$ cat config.mk
export PLATFORM = sky130hd
export DESIGN_NAME = alu_op_sequencer
export DESIGN_NICKNAME = d
export VERILOG_FILES = /design/src/rtl/alu_op_sequencer.sv
export SDC_FILE = /design/constraint.sdc
export NUM_CORES = 1
export LEC_CHECK = 0
export ABC_AREA = 1
export CAP_MARGIN = 10
export CORE_UTILIZATION = 50
export CTS_CLUSTER_DIAMETER = 120
export DETAILED_ROUTE_END_ITERATION = 10
export HOLD_SLACK_MARGIN = 0.03
export PLACE_DENSITY_LB_ADDON = 0.3
export SYNTH_ARGS = -nofsm -noshare
export SYNTH_HDL_FRONTEND = slang
export SYNTH_SLANG_ARGS = --single-unit
$ cat constraint.sdc
create_clock -name clk -period 2.4 [get_ports clk]
set_clock_uncertainty 0.1 [all_clocks]
set_input_delay 0.36 -clock clk [delete_from_list [all_inputs] [get_ports clk]]
set_output_delay 0.36 -clock clk [all_outputs]
set_load 0.01 [all_outputs]
$ cat src/rtl/alu_op_sequencer.sv
// rtl/alu_op_sequencer.sv - command FIFO and one-shot driver for an external combinational ALU
//
// Buffers {a, b, s, chain} commands in a DEPTH-entry FIFO. Each command is
// presented to the ALU for exactly one enabled cycle. Z is captured and then
// held behind a valid/ready result handshake.
//
// Optional feature macro: ALU_SEQ_CHAIN_EN
//   When defined, a command popped with chain=1 takes operand A from the
//   current res_z register instead of its stored cmd_a.
//   When undefined, cmd_chain is ignored.
//
// Ports:
//   clk, rst_n              clock, asynchronous active-low reset
//   cmd_valid/cmd_ready     command handshake; payload cmd_a, cmd_b, cmd_s, cmd_chain
//   alu_a/alu_b/alu_s       operands and select driven to the ALU
//   alu_en                  ALU enable, high only in the DRIVE state
//   alu_z                   ALU result
//   res_valid/res_ready     result handshake; payload res_z
//   count                   FIFO occupancy
//   busy                    FSM not idle or FIFO non-empty
module alu_op_sequencer #(
  parameter int WIDTH = 4,
  parameter int SEL_W = 3,
  parameter int DEPTH = 4
) (
  input  logic                       clk,
  input  logic                       rst_n,
  input  logic                       cmd_valid,
  output logic                       cmd_ready,
  input  logic [WIDTH-1:0]           cmd_a,
  input  logic [WIDTH-1:0]           cmd_b,
  input  logic [SEL_W-1:0]           cmd_s,
  input  logic                       cmd_chain,
  output logic [WIDTH-1:0]           alu_a,
  output logic [WIDTH-1:0]           alu_b,
  output logic [SEL_W-1:0]           alu_s,
  output logic                       alu_en,
  input  logic [WIDTH-1:0]           alu_z,
  output logic                       res_valid,
  input  logic                       res_ready,
  output logic [WIDTH-1:0]           res_z,
  output logic [$clog2(DEPTH):0]     count,
  output logic                       busy
);

  localparam int AW = $clog2(DEPTH);
  localparam int CW = AW + 1;

  typedef enum logic [1:0] {
    ST_IDLE  = 2'd0,
    ST_DRIVE = 2'd1,
    ST_HOLD  = 2'd2
  } state_t;

  state_t           state;
  logic             ready_q;
  logic [AW-1:0]    wr_ptr;
  logic [AW-1:0]    rd_ptr;
  logic [CW-1:0]    count_q;

  logic [WIDTH-1:0] mem_a [DEPTH];
  logic [WIDTH-1:0] mem_b [DEPTH];
  logic [SEL_W-1:0] mem_s [DEPTH];

  logic             fifo_empty;
  logic             fifo_full;
  logic             push;
  logic             pop;
  logic [WIDTH-1:0] head_a;

  assign fifo_empty = (count_q == '0);
  assign fifo_full  = (count_q == CW'(DEPTH));
  // Gating on count alone (not on a same-cycle pop) keeps a full FIFO closed.
  assign cmd_ready  = ready_q && !fifo_full;
  assign push       = cmd_valid && cmd_ready;
  // Pop from IDLE, or from HOLD when the current result is handed off.
  assign pop        = !fifo_empty &&
                      ((state == ST_IDLE) || ((state == ST_HOLD) && res_ready));
  assign count      = count_q;
  assign busy       = (state != ST_IDLE) || !fifo_empty;

`ifdef ALU_SEQ_CHAIN_EN
  logic mem_c [DEPTH];

  always_ff @(posedge clk) begin
    if (push) begin
      mem_c[wr_ptr] <= cmd_chain;
    end
  end

  // res_z still holds the previous result here, including during a back-to-back pop from HOLD.
  assign head_a = mem_c[rd_ptr] ? res_z : mem_a[rd_ptr];
`else
  logic unused_chain;
  assign unused_chain = cmd_chain;
  assign head_a       = mem_a[rd_ptr];
`endif

  // Payload storage needs no reset; occupancy is tracked by count_q.
  always_ff @(posedge clk) begin
    if (push) begin
      mem_a[wr_ptr] <= cmd_a;
      mem_b[wr_ptr] <= cmd_b;
      mem_s[wr_ptr] <= cmd_s;
    end
  end

  always_ff @(posedge clk or negedge rst_n) begin
    if (!rst_n) begin
      state     <= ST_IDLE;
      ready_q   <= 1'b0;
      wr_ptr    <= '0;
      rd_ptr    <= '0;
      count_q   <= '0;
      alu_a     <= '0;
      alu_b     <= '0;
      alu_s     <= '0;
      alu_en    <= 1'b0;
      res_valid <= 1'b0;
      res_z     <= '0;
    end else begin
      ready_q <= 1'b1;

      if (push) begin
        wr_ptr <= wr_ptr + AW'(1);
      end
      if (pop) begin
        rd_ptr <= rd_ptr + AW'(1);
      end
      if (push && !pop) begin
        count_q <= count_q + CW'(1);
      end else if (pop && !push) begin
        count_q <= count_q - CW'(1);
      end

      if (pop) begin
        alu_a <= head_a;
        alu_b <= mem_b[rd_ptr];
        alu_s <= mem_s[rd_ptr];
      end

      case (state)
        ST_IDLE: begin
          if (pop) begin
            alu_en <= 1'b1;
            state  <= ST_DRIVE;
          end
        end
        ST_DRIVE: begin
          alu_en    <= 1'b0;
          res_z     <= alu_z;
          res_valid <= 1'b1;
          state     <= ST_HOLD;
        end
        ST_HOLD: begin
          if (res_ready) begin
            res_valid <= 1'b0;
            if (pop) begin
              alu_en <= 1'b1;
              state  <= ST_DRIVE;
            end else begin
              state  <= ST_IDLE;
            end
          end
        end
        default: begin
          alu_en    <= 1'b0;
          res_valid <= 1'b0;
          state     <= ST_IDLE;
        end
      endcase
    end
  end

endmodule

==> flow_summary.toml, run 1 <==
[sta]
grt_setup_unrepaired = "false"
fin_setup_tns_ps = 0
max_clock_freq_mhz = 455
hold_viol = 0
fin_crit_sh_pct = 91.7
setup_slack_ps = 200
setup_viol = 0
whs_ps = 298
min_period_ps = 2200
slew_viol_final = 0
max_slew.worst_pin.slew_ps = 715
relSlewSlack_pct = 52.3

[global_routing]
grt_max_degree = 28
grt_util_met1_pct = 23.9
grt_busiest_layer = "met2"
grt_use_met2_pct = 36.5
grt_antenna_before_repair = 0
track_usage_pct = 20.6
grt_pass1_wl_mm = 9.58
grt_pass1_vias = 2082
met3_usage_pct = 5.96
grt-ovfl-total = 0

[worst_setup_path]
crit_fanout = 4
reg2regPathDepth = 9
regToRegSetupSlack_ps = 450
end_kind = "primary output"
crit_type = "reg2out"
cp.arrival_ps = 1740
worstSetupStartpointType = "flop"
crit_slowest_cell = "clkdlybuf4s50_1"
cp_cell_sequence = "nor2_2 -> nand2_1 -> inv_2 -> nand3_1 -> clkdlybuf4s50_1"
slowest_delay_ps = 480
regToRegStartpoint = "count[0]"
critical_path_required_ps = 1940
r2r_end = "count[2]"

[outcome]
status = "complete, no violations"

[clock_tree]
clock_latency_ps = 340
cts_max_path_buffers = 2
htreeDepth = 3
cts_root_buf = "clkbuf_8"
cts.hold.buffers_added = 0
cts_buffers = 9
ctsResizeCount = 0
cts_tree = "done"
cts_sinks = 71
clk_pin_slew_worst_paths_ps = 80
postCtsSetupRepairBufs = 0

[power_and_ir_drop]
power_mw = 4.72
p_leak_nw = 1.82
ir_drop_uv = 643
powerDensity_nw_per_um2 = 1240

[placement]
dp_slack_ps = 166
dp.cells = 427
hpwlAfterDp_mm = 3.57
dpl_cell_area_um2 = 3570
place_congestion = 0.737
port_buffers = 40

[floorplanning]
dieHeight_um = 80.8
rows = 28
ios = 42
dieArea_um2 = 6520
core_area_um2 = 5960
die_w_um = 80.8
start_util_pct = 52.1

[cells_and_area]
fillCellCount = 495
diodes = 0
stdcell_count = 443
drive_above_1_share_pct = 8.42
fin_nets = 389
mostFrequentLayoutCell = "nand2_1"
postLayoutCoreUtil_pct = 64.0
fin_area_um2 = 3810
syn2layout_area_growth_pct = 22.9
final_cell_mix = "118 x nand2_1, 59 x inv_1, 44 x edfxtp_1"

[route]
drcViolationCount = 0
num_vias = 2126
routed_wl_mm = 5.82
drt_iter0_markers = 101
drt_pass1_iterations = 4
routedWlPerCell_um = 13.1
drt-vias-per-instance = 4.80
postRouteAntennaNets = 0

[synth]
ys_seq_area_share_pct = 64.4
yosys-top-cells-area = "edfxtp_1 43%, dfrtp_1 22%, nand2_1 14%"
synthCells = 314
syn-num-nets = 340
post_synth.cell_area_avg_um2 = 9.88
yosysTopAreaCellShare_pct = 42.6
synth-seq-cells = 71
yosysWarnings = 0
syn_area_um2 = 3100
netlist-cell-type-count = 23
yosys.area.top_type = "edfxtp_1"

[min_path]
hp-class = "in2async"

[job]
maxCapViolCount = 0
per-layer routing:
metal | vias to the layer above | routed length, um
met4 | 0 | 57
li1 | 1062 | -
met1 | 1007 | 2540
met3 | 5 | 283
met5 | - | 0
met2 | 52 | 2930
critical path: cells and delay by family (launching register included):
| kind | cells | cell delay, ps |
|---|---|---|
| and+or+nand+nor | 3 | 360 |
| DFF | 1 | 450 |
| buffers and inverters | 2 | 580 |
cell usage after synthesis:
cell type / n
conb_1: 1
nand2_2: 1
nand2_1: 118
nand4_1: 2
clkinv_2: 1
dfrtp_1: 27
a21oi_1: 1
buf_2: 4
edfxtp_1: 44
xnor2_1: 1
nor2_4: 1
o21ai_0: 1
o21ai_2: 1
inv_2: 2
nor2_1: 4
ha_1: 5
buf_6: 6
a21boi_0: 1
fa_1: 1
nor2_2: 1
xor2_1: 2
nand3_1: 30
inv_1: 59
report_power, final:
group          switching (mW)  internal, mW
sequential              0.217          1.61
clock                   0.459         0.693
combinational           0.996         0.743
layout make-up:
type | count | area [um2] | area share (%)
sequential | 71 | 2000 | 52.4
multi-input combinational | 171 | 783 | 20.5
timing repair buffer | 48 | 460 | 12.1
inverter | 62 | 234 | 6.14
clock buffer | 9 | 124 | 3.25
clock inverter | 7 | 120 | 3.15
tap | 75 | 93.8 | 2.46
flip-flops by register name (all words and copies together) (netlist names):
name,flops
rd_ptr,2
alu_a,4
res_z,4
mem_b,16
state,2
mem_a,16
alu_b,4
mem_s,12
res_valid,1
ready_q,1
wr_ptr,2
alu_en,1
alu_s,3
count,3
cell families after synthesis:
group                      synth area share [%]
xor gates and xnor gates                  0.847
other                                     0.121
buffers and inverters                      10.4
AOI/OAI and AO/OA                         0.847
and+or+nand+nor                            20.8
DFF                                        64.4
adders and majority gates                  2.66
how the worst max path moves through the flow:
stage	startpoint	endpoint	slack, ps	cells after the start
after CTS	count[0]	busy	170	5
after global placement	res_ready	count[1]	230	9
after floorplan	count[0]	count[2]	380	10
after detailed placement	res_ready	count[1]	170	9
final	count[0]	busy	200	5
after global routing	count[0]	busy	80	5
No activity file was read; power rests on OpenSTA's default activity.
==> run 2: changes to the inputs <==
Settings changed: ABC_AREA 1 to default, CORE_MARGIN from default to 10.
==> flow_summary.toml, run 2 <==
[outcome]
status = "complete, no violations"

[power_and_ir_drop]
powerDensity_nw_per_um2 = 1270
p_sw_share_pct = 28.4
seqPwrFrac_pct = 41.3
p_sw_mw = 1.28
ir_drop_uv = 663
combPwrFrac_pct = 35.8
p_leak_nw = 1.34
power.internal_mw = 3.22
power.share.clock_pct = 22.9

[sta]
hold_viol = 0
slew_viol_final = 0
max_slew.worst_pin.slew_ps = 550
grt_setup_unrepaired = "false"
setup_slack_ps = 148
relSlewSlack_pct = 63.4
setup_viol = 0
min_period_ps = 2250
fin_crit_sh_pct = 93.8
max_clock_freq_mhz = 444
whs_ps = 286

[worst_setup_path]
crit_type = "reg2out"
worstSetupStartpointType = "flop"
regToRegStartpoint = "count[0]"
cp.arrival_ps = 1790
regToRegSetupSlack_ps = 210
r2r_end = "count[1]"
end_kind = "primary output"
critical_path_required_ps = 1940
worst_setup_path_startpoint = "count[0]"
crit_fanout = 6
reg2regPathDepth = 7

[global_routing]
grt_pass1_wl_mm = 8.01
grt_max_degree = 28
grt_pass1_vias = 1541
grt-ovfl-total = 0
track_usage_pct = 12.3
grt_antenna_before_repair = 0

[floorplanning]
dieArea_um2 = 8990
start_util_pct = 51.1
dieHeight_um = 94.8
die_w_um = 94.8
ios = 42
core_area_um2 = 5470
rows = 27

[synth]
synth.area.mux_share_pct = 17.2
synth_xor_area_share_pct = 1.88
yosysTopAreaCellShare_pct = 47.2
yosys-top-cells-area = "edfxtp_1 47%, dfrtp_1 24%, mux4_2 6.4%"
synthCells = 140
synth_edf_count = 44
synth_top_family_by_area = "multiplexers"
syn-num-nets = 166
ys_seq_area_share_pct = 71.4
synth_compound_area_share_pct = 1.57
syn_area_um2 = 2800
async_reset_ff_share_pct = 38.0
yosys.area.top_type = "edfxtp_1"
post_synth.cell_area_avg_um2 = 20.0
yosys.cell_count.top_type = "edfxtp_1"
ys.flop_type = "edfxtp_1"
yosys.area_share.simple_pct = 3.13
yosysWarnings = 0
synth-seq-cells = 71
synthAdderAreaFrac_pct = 2.95
netlist-cell-type-count = 27
netlist_top_cells_count = "44 x edfxtp_1, 27 x dfrtp_1, 9 x mux2_2"

[route]
postRouteAntennaNets = 0
routed_wl_mm = 5.05
drt_iter0_markers = 42
drt-vias-per-instance = 5.17
drt_pass1_iterations = 4
routedWlPerCell_um = 18.5
num_vias = 1412
drcViolationCount = 0

[cells_and_area]
fin_nets = 222
mostFrequentLayoutCell = "edfxtp_1"
drive_above_1_share_pct = 24.4
final_cell_mix = "44 x edfxtp_1, 40 x clkdlybuf4s50_1, 27 x dfrtp_1"
postLayoutCoreUtil_pct = 64.6
reg_top3 = "mem_a x16, mem_b x16, mem_s x12"
syn2layout_area_growth_pct = 26.3
diodes = 0

[clock_tree]
cts_root_buf = "clkbuf_8"
cts_max_path_buffers = 2
postCtsSetupRepairBufs = 0
cts.hold.buffers_added = 0
clk_pin_slew_worst_paths_ps = 70
ctsResizeCount = 0
htreeDepth = 3
cts_tree = "done"
clock_latency_ps = 350
cts_sinks = 71
cts_buffers = 9

[min_path]
hp-class = "in2async"

[placement]
port_buffers = 40
hpwlAfterDp_mm = 3.43
place_congestion = 0.710
dp_slack_ps = -8.96

[job]
maxCapViolCount = 0
==> run 2: how the worst max path moves through the flow <==
stage               slack, ps        to
floorplan                 180  count[2]
global placement           50  count[2]
detailed placement         -9  count[1]
CTS                       120      busy
global route               60      busy
finish                    150      busy
==> run 2: cells by family (layout without fill, tap and decap cells) <==
kind of cell	Yosys count	after routing
AO/OA/AOI/OAI	6	6
XOR/XNOR	6	6
adder cells (fa/ha/maj)	6	6
buffers and inverters	9	70
flip-flops	71	71
multiplexers	28	28
other	1	1
AND/OR/NAND/NOR	13	13
==> run 2: through the flow <==
stage               cell area (um2)  std cells  total power [mW]  setup TNS (ps)
CTS                            3530        273              4.56               0
floorplan                      2800        140              2.88               0
finish                         3530        273              4.50               0
global placement               3320        257              3.45               0
detailed placement             3320        257              3.53           -15.7
global route                   3530        273              4.77               0
==> run 2: layer usage <==
metal / track usage [%] / vias to the layer above / routed length [um]
met5: 0 / - / 0
met1: 13.1 / 712 / 1990
met2: 20.3 / 47 / 2590
met3: 4.04 / 11 / 345
li1: - / 642 / -
met4: 8.23 / 0 / 129
==> run 2: final cells by class <==
class                           instances  area (um2)
Clock inverter                          4        68.8
Tap cell                               72        90.1
Timing Repair Buffer                   48         460
Clock buffer                           12         145
Multi-Input combinational cell         60         751
Fill cell                             405        1940
Inverter                                6        22.5
Sequential cell                        71        2000
==> run 2: critical path, stage by stage, from the launching register on <==
cell,delay (ps)
dfrtp_1,460
nor3_2,380
nand2_1,100
clkdlybuf4s50_1,490
==> run 2: power groups by stage <==
stage               clock network [mW]  logic, mW  registers [mW]
floorplan                            0      0.979            1.91
CTS                               1.05       1.64            1.86
detailed placement                   0       1.64            1.88
finish                            1.03       1.61            1.86
global route                      1.12       1.75            1.90
global placement                     0       1.58            1.87
